## config.mk

```make
export PLATFORM = sky130hd
export DESIGN_NAME = load_store_unit
export DESIGN_NICKNAME = d
export VERILOG_FILES = /design/src/rtl/lsu_pkg.sv /design/src/rtl/lsu_lane_align.sv /design/src/rtl/load_store_unit.sv
export SDC_FILE = /design/constraint.sdc
export NUM_CORES = 1
export LEC_CHECK = 0
export ABC_AREA = 1
export ABC_CLOCK_PERIOD_IN_PS = 21200
export BUFFER_PORTS_ARGS = -buffer_cell sky130_fd_sc_hd__buf_2
export CAP_MARGIN = 30
export CORE_MARGIN = 3
export CORE_UTILIZATION = 50
export CTS_CLUSTER_SIZE = 10
export DETAILED_ROUTE_END_ITERATION = 8
export HOLD_SLACK_MARGIN = 0.05
export PLACE_DENSITY = 0.86
export SLEW_MARGIN = 20
export SYNTH_ARGS = -nofsm -noshare
export SYNTH_HDL_FRONTEND = slang
export SYNTH_SLANG_ARGS = --single-unit
```

## constraint.sdc

```tcl
create_clock -name clk -period 21.2 [get_ports clk]
set_input_delay 1.06 -clock clk [delete_from_list [all_inputs] [get_ports clk]]
set_output_delay 1.06 -clock clk [all_outputs]
set_load 0.03 [all_outputs]
```

## src/rtl/lsu_pkg.sv

```systemverilog
// Shared types and helpers for the load/store unit.
// Optional feature macro: LSU_MISALIGN_TRAP_EN (see load_store_unit.sv).
package lsu_pkg;

    typedef enum logic [1:0] {SZ_B = 2'd0, SZ_H = 2'd1, SZ_W = 2'd2, SZ_D = 2'd3} lsu_size_t;

    typedef enum logic [1:0] {IDLE = 2'd0, READ = 2'd1, WRITE = 2'd2, RESP = 2'd3} lsu_state_t;

    // Number of bytes touched by an access of the given size.
    function automatic logic [3:0] size_bytes(input lsu_size_t sz);
        logic [3:0] n;
        case (sz)
            SZ_B:    n = 4'd1;
            SZ_H:    n = 4'd2;
            SZ_W:    n = 4'd4;
            SZ_D:    n = 4'd8;
            default: n = 4'd8;
        endcase
        return n;
    endfunction

endpackage

```

## src/rtl/lsu_lane_align.sv

```systemverilog
// Combinational byte-lane steering: load extract/extend and store merge
// within one little-endian 64-bit doubleword.
import lsu_pkg::*;

module lsu_lane_align (
    input  logic [2:0]  off,
    input  lsu_size_t   size,
    input  logic        is_unsigned,
    input  logic [63:0] rdata,
    input  logic [63:0] wdata,
    output logic [63:0] load_data,
    output logic [63:0] store_data
);

    logic [5:0]  shamt_s;
    logic [63:0] shifted_s;
    logic [63:0] lane_mask_s;

    assign shamt_s   = {off, 3'b000};
    assign shifted_s = rdata >> shamt_s;

    // Load path: keep the addressed bytes and extend from the top kept bit.
    always_comb begin
        load_data = shifted_s;
        case (size)
            SZ_B:    load_data = is_unsigned ? {56'd0, shifted_s[7:0]}
                                             : {{56{shifted_s[7]}}, shifted_s[7:0]};
            SZ_H:    load_data = is_unsigned ? {48'd0, shifted_s[15:0]}
                                             : {{48{shifted_s[15]}}, shifted_s[15:0]};
            SZ_W:    load_data = is_unsigned ? {32'd0, shifted_s[31:0]}
                                             : {{32{shifted_s[31]}}, shifted_s[31:0]};
            SZ_D:    load_data = shifted_s;
            default: load_data = shifted_s;
        endcase
    end

    // Store path: mask of the bytes being replaced, before positioning.
    always_comb begin
        lane_mask_s = 64'hFFFF_FFFF_FFFF_FFFF;
        case (size)
            SZ_B:    lane_mask_s = 64'h0000_0000_0000_00FF;
            SZ_H:    lane_mask_s = 64'h0000_0000_0000_FFFF;
            SZ_W:    lane_mask_s = 64'h0000_0000_FFFF_FFFF;
            SZ_D:    lane_mask_s = 64'hFFFF_FFFF_FFFF_FFFF;
            default: lane_mask_s = 64'hFFFF_FFFF_FFFF_FFFF;
        endcase
    end

    assign store_data = (rdata & ~(lane_mask_s << shamt_s)) |
                        ((wdata & lane_mask_s) << shamt_s);

endmodule

```

## src/rtl/load_store_unit.sv

```systemverilog
// Load/store unit between the multicycle datapath and the 64-bit data memory.
// Narrow stores are done as read-modify-write of the enclosing doubleword.
// Optional feature: define LSU_MISALIGN_TRAP_EN to answer misaligned requests
// with resp_err instead of silently aligning the offset down.
import lsu_pkg::*;

module load_store_unit #(
    parameter int MEM_LATENCY = 1,
    parameter int ADDR_W      = 64
) (
    input  logic              clk,
    input  logic              reset,
    input  logic              req_valid,
    output logic              req_ready,
    input  logic              req_write,
    input  logic [1:0]        req_size,
    input  logic              req_unsigned,
    input  logic [ADDR_W-1:0] req_addr,
    input  logic [63:0]       req_wdata,
    output logic              resp_valid,
    output logic [63:0]       resp_rdata,
    output logic              resp_err,
    output logic [ADDR_W-1:0] mem_addr,
    output logic [63:0]       mem_wdata,
    output logic              mem_wr,
    input  logic [63:0]       mem_rdata
);

    localparam int CNT_W = $clog2(MEM_LATENCY + 1);
    localparam logic [CNT_W-1:0] CNT_LAST = CNT_W'(MEM_LATENCY - 1);

    lsu_state_t        state_r;
    logic [CNT_W-1:0]  cnt_r;
    logic              write_r;
    lsu_size_t         size_r;
    logic              unsigned_r;
    logic [2:0]        off_r;
    logic [63:0]       wdata_r;
    logic              resp_valid_r;
    logic [63:0]       resp_rdata_r;
    logic [ADDR_W-1:0] mem_addr_r;
    logic [63:0]       mem_wdata_r;
    logic              mem_wr_r;

    lsu_size_t         req_size_s;
    logic [2:0]        low_mask_s;
    logic [2:0]        off_cap_s;
    logic [63:0]       load_data_s;
    logic [63:0]       store_data_s;

    assign req_size_s = lsu_size_t'(req_size);
    assign low_mask_s = 3'(size_bytes(req_size_s) - 4'd1);

`ifdef LSU_MISALIGN_TRAP_EN
    logic misalign_s;
    logic resp_err_r;
    assign misalign_s = |(req_addr[2:0] & low_mask_s);
    assign off_cap_s  = req_addr[2:0];
    assign resp_err   = resp_err_r;
`else
    // Offset bits below the access size are dropped so the access is aligned.
    assign off_cap_s  = req_addr[2:0] & ~low_mask_s;
    assign resp_err   = 1'b0;
`endif

    assign req_ready  = (state_r == IDLE);
    assign resp_valid = resp_valid_r;
    assign resp_rdata = resp_rdata_r;
    assign mem_addr   = mem_addr_r;
    assign mem_wdata  = mem_wdata_r;
    assign mem_wr     = mem_wr_r;

    lsu_lane_align u_align (
        .off         (off_r),
        .size        (size_r),
        .is_unsigned (unsigned_r),
        .rdata       (mem_rdata),
        .wdata       (wdata_r),
        .load_data   (load_data_s),
        .store_data  (store_data_s)
    );

    // Request FSM with latency counter and registered memory/response outputs.
    always_ff @(posedge clk or posedge reset) begin
        if (reset) begin
            state_r      <= IDLE;
            cnt_r        <= '0;
            write_r      <= 1'b0;
            size_r       <= SZ_B;
            unsigned_r   <= 1'b0;
            off_r        <= 3'd0;
            wdata_r      <= 64'd0;
            resp_valid_r <= 1'b0;
            resp_rdata_r <= 64'd0;
            mem_addr_r   <= '0;
            mem_wdata_r  <= 64'd0;
            mem_wr_r     <= 1'b0;
`ifdef LSU_MISALIGN_TRAP_EN
            resp_err_r   <= 1'b0;
`endif
        end else begin
            resp_valid_r <= 1'b0;
            mem_wr_r     <= 1'b0;
            case (state_r)
                IDLE: begin
                    if (req_valid) begin
                        write_r    <= req_write;
                        size_r     <= req_size_s;
                        unsigned_r <= req_unsigned;
                        off_r      <= off_cap_s;
                        wdata_r    <= req_wdata;
                        mem_addr_r <= {req_addr[ADDR_W-1:3], 3'b000};
                        cnt_r      <= '0;
`ifdef LSU_MISALIGN_TRAP_EN
                        resp_err_r <= misalign_s;
                        if (misalign_s) begin
                            state_r      <= RESP;
                            resp_valid_r <= 1'b1;
                        end else
`endif
                        if (req_write && (req_size_s == SZ_D)) begin
                            state_r     <= WRITE;
                            mem_wr_r    <= 1'b1;
                            mem_wdata_r <= req_wdata;
                        end else begin
                            state_r <= READ;
                        end
                    end else begin
                        state_r <= IDLE;
                    end
                end
                READ: begin
                    if (cnt_r == CNT_LAST) begin
                        if (write_r) begin
                            state_r     <= WRITE;
                            mem_wr_r    <= 1'b1;
                            mem_wdata_r <= store_data_s;
                        end else begin
                            state_r      <= RESP;
                            resp_valid_r <= 1'b1;
                            resp_rdata_r <= load_data_s;
                        end
                    end else begin
                        cnt_r <= cnt_r + 1'b1;
                    end
                end
                WRITE: begin
                    state_r      <= RESP;
                    resp_valid_r <= 1'b1;
                end
                RESP: begin
                    state_r <= IDLE;
                end
                default: begin
                    state_r <= IDLE;
                end
            endcase
        end
    end

endmodule

```

==> impl_metrics.tcl <==
set metrics [dict create \
    p_sw_share_pct 54.5 \
    drc_errors 0 \
    die_x_um 181 \
    multi_input_area_um2 7520 \
    ys_types 35 \
    p_switching_mw 1.91 \
    tightest_slew_ps 986 \
    cts_tree "yes" \
    p_int_mw 1.60 \
    rows 63 \
    synth_ff_type "dfrtp_1" \
    hold_viol 0 \
    syn_area_per_cell_um2 6.72 \
    worst_slack_ps 17530 \
    wl_um 63400 \
    hold_start "mem_wdata[47]$_DFFE_PP0P_" \
    antenna_cells 0 \
    worstReg2RegStart "size_r[1]$_DFFE_PP0P_" \
    fin_crit_ps 3670 \
    synth_edf_count 0 \
    pre_cts_ws_ps 17800 \
    nNetsFinal 2769 \
    post-route-period-util_pct 17.3 \
    setup_viol 0 \
    antenna_found_initial 1 \
    initial_core_util_pct 51.2 \
    max-clock-path-buffers 3 \
    synth_largest_area_cell "dfrtp_1" \
    die_h_um 181 \
    p_seq_share_pct 27.7 \
    clk_latency_ps 590 \
    ys_seq_area_share_pct 43.1 \
    grt-ovfl-total 0 \
    required_ps 21660 \
    p_leak_nw 9.94 \
    final_area_um2 18100 \
    critPathKind "reg2reg" \
    syn_area_um2 15300 \
    yosys_warnings 0 \
    num_vias 17400 \
    yosysMostFrequentCell "nand2_1" \
    cts_htree_levels 1 \
    fillers 2821 \
    hold_class "reg2reg" \
    dr.pass1.iters 8 \
    max_clock_freq_mhz 272 \
    clkTransAtPathRegs_ps 60 \
    synth_area_leaders "dfrtp_1, nand2_1, nand3_1, o21ai_0, nor2_1" \
    p_total_mw 3.51 \
    finalSetupTns_ps 0 \
    numCtsBuffers 31 \
    portBuffers 390 \
    drive_gt1_share_pct 18.8 \
    hpwl_um 45900 \
    outcome "finished clean" \
    synthArstFlopShare_pct 100 \
    final_antenna_net_count 0 \
    grt_pass1_vias 16300 \
    placed_area_um2 17200 \
    synth_common_cells "nand2_1, nand3_1, dfrtp_1" \
    drt-vias-per-instance 5.86 \
    core-area_um2 30000 \
    holdBufCountCts 0 \
    clkPwrFrac_pct 14.2 \
    slew_viol_final 0 \
    wl_per_cell_um 21.4 \
    grt_pass1_wl_um 96200 \
    synth_top_area_share_pct 43.1 \
    gp_congestion 1.06 \
    cts-root-buf "clkbuf_16" \
    syn_inst 2281 \
    cap_violations 0 \
    grt_start_max_net_pins 125 \
    finClkSkew_ps 34.2 \
    slew_headroom_pct 34.3 \
    rsz0062_at_grt "no" \
    die-area_um2 32800 \
    startpoint_type "flip-flop" \
    regArea_um2 6610 \
    cts_setup_buffers 0 \
    ys_seq_elements 264 \
    ir_drop_v 0.0000994 \
    grtUsageTotal_pct 37.3 \
    cp.arrival_ps 4140 \
    holdWs_ps 476 \
    critPathMaxFanout 62 \
    powerDensity_nw_per_um2 193 \
    cts.sinks 264 \
    pwr-share-comb_pct 58.1 \
    startpoint "size_r[1]$_DFFE_PP0P_" \
    pin_count 395 \
    ff2ff_setup_slack_ps 17530 \
    cts_resized 0 \
    end_kind "flip-flop" \
    syn2layout_area_growth_pct 18.4 \
    drtIter0Drc 2469 \
]
-- worst max-delay path, cell delays in order (launching register included) --
cell and delay (ps):
dfrtp_1 370, buf_4 330, inv_1 660, nand2_1 770, nor2_1 320, nand2_2 230
nand2_2 510, nor2_1 130, nor2_1 190
-- final timing paths --
| check | end | cells after the start |
|---|---|---|
| setup / recovery | resp_rdata[59]$_DFFE_PP0P_ | 8 |
| hold / removal | mem_wdata[47]$_DFFE_PP0P_ | 2 |
| setup reg to reg | resp_rdata[59]$_DFFE_PP0P_ | 8 |
| hold reg to reg | mem_wdata[47]$_DFFE_PP0P_ | 2 |
| max in group asynchronous | mem_wdata[55]$_DFFE_PP0P_ | 4 |
| min in group asynchronous | resp_rdata[3]$_DFFE_PP0P_ | 2 |
-- area by class of cell --
| type | instances | area share [%] |
|---|---|---|
| Inverter | 120 | 2.54 |
| Timing Repair Buffer | 412 | 11.9 |
| Clock inverter | 2 | 0.214 |
| Tap cell | 390 | 2.69 |
| Clock buffer | 38 | 4.75 |
| Sequential cell | 264 | 36.4 |
| Multi-Input combinational cell | 1738 | 41.5 |
-- sequential cells by signal, indices dropped and copies added, names as in the netlist --
register    flops
mem_wdata      64
resp_rdata     64
wdata_r        64
mem_addr       61
off_r           3
size_r          2
state_r         2
mem_wr          1
resp_valid      1
unsigned_r      1
write_r         1
-- per-layer routing --
layer  global-route usage (%)  vias to the layer above  wire length (µm)
li1                         -                     7856                 -
met1                     49.4                     7989             23100
met2                     57.8                     1264             28100
met3                     7.69                      246              8000
met4                     19.7                        2              4140
met5                        0                        -                13
-- per-stage QoR --
step	util, %	cells
floorplan	-	2284
global placement	57.4	2921
detailed placement	57.5	2923
CTS	60.5	2963
global route	60.6	2964
finish	60.6	2964
-- cell usage in the layout (no fill, tap or decap), types with 6 or more instances in the layout --
| cell | count |
|---|---|
| o21ai_0 | 141 |
| buf_4 | 19 |
| nor2_1 | 174 |
| clkbuf_16 | 31 |
| inv_1 | 112 |
| o21bai_1 | 6 |
| o211ai_1 | 7 |
| o21ai_1 | 40 |
| nand4_1 | 14 |
| buf_2 | 390 |
| a21oi_1 | 117 |
| or2_2 | 11 |
| dfrtp_1 | 261 |
| nand3_1 | 286 |
| clkbuf_8 | 6 |
| nand2_1 | 904 |
-- power groups by stage --
| stage | clock [mW] | combinational [mW] | sequential [mW] |
|---|---|---|---|
| finish | 0.499 | 2.04 | 0.970 |
| global route | 0.522 | 2.21 | 0.990 |
| CTS | 0.501 | 1.99 | 0.959 |
| detailed placement | 0 | 1.98 | 0.956 |
| global placement | 0 | 1.95 | 0.956 |
| floorplan | 0 | 1.09 | 1.24 |
-- cells by family (layout without fill, tap and decap cells) --
group | count (synthesis) | in the layout | synth area share, %
other | 1 | 4 | 0.0245
AND/OR/NAND/NOR | 1402 | 1402 | 37.3
AO/OA/AOI/OAI | 327 | 327 | 11.1
adder cells (fa/ha/maj) | 3 | 3 | 0.245
flip-flops | 264 | 264 | 43.1
multiplexers | 2 | 2 | 0.131
buffers and inverters | 282 | 572 | 8.04
No activity file was read; power rests on OpenSTA's default activity.
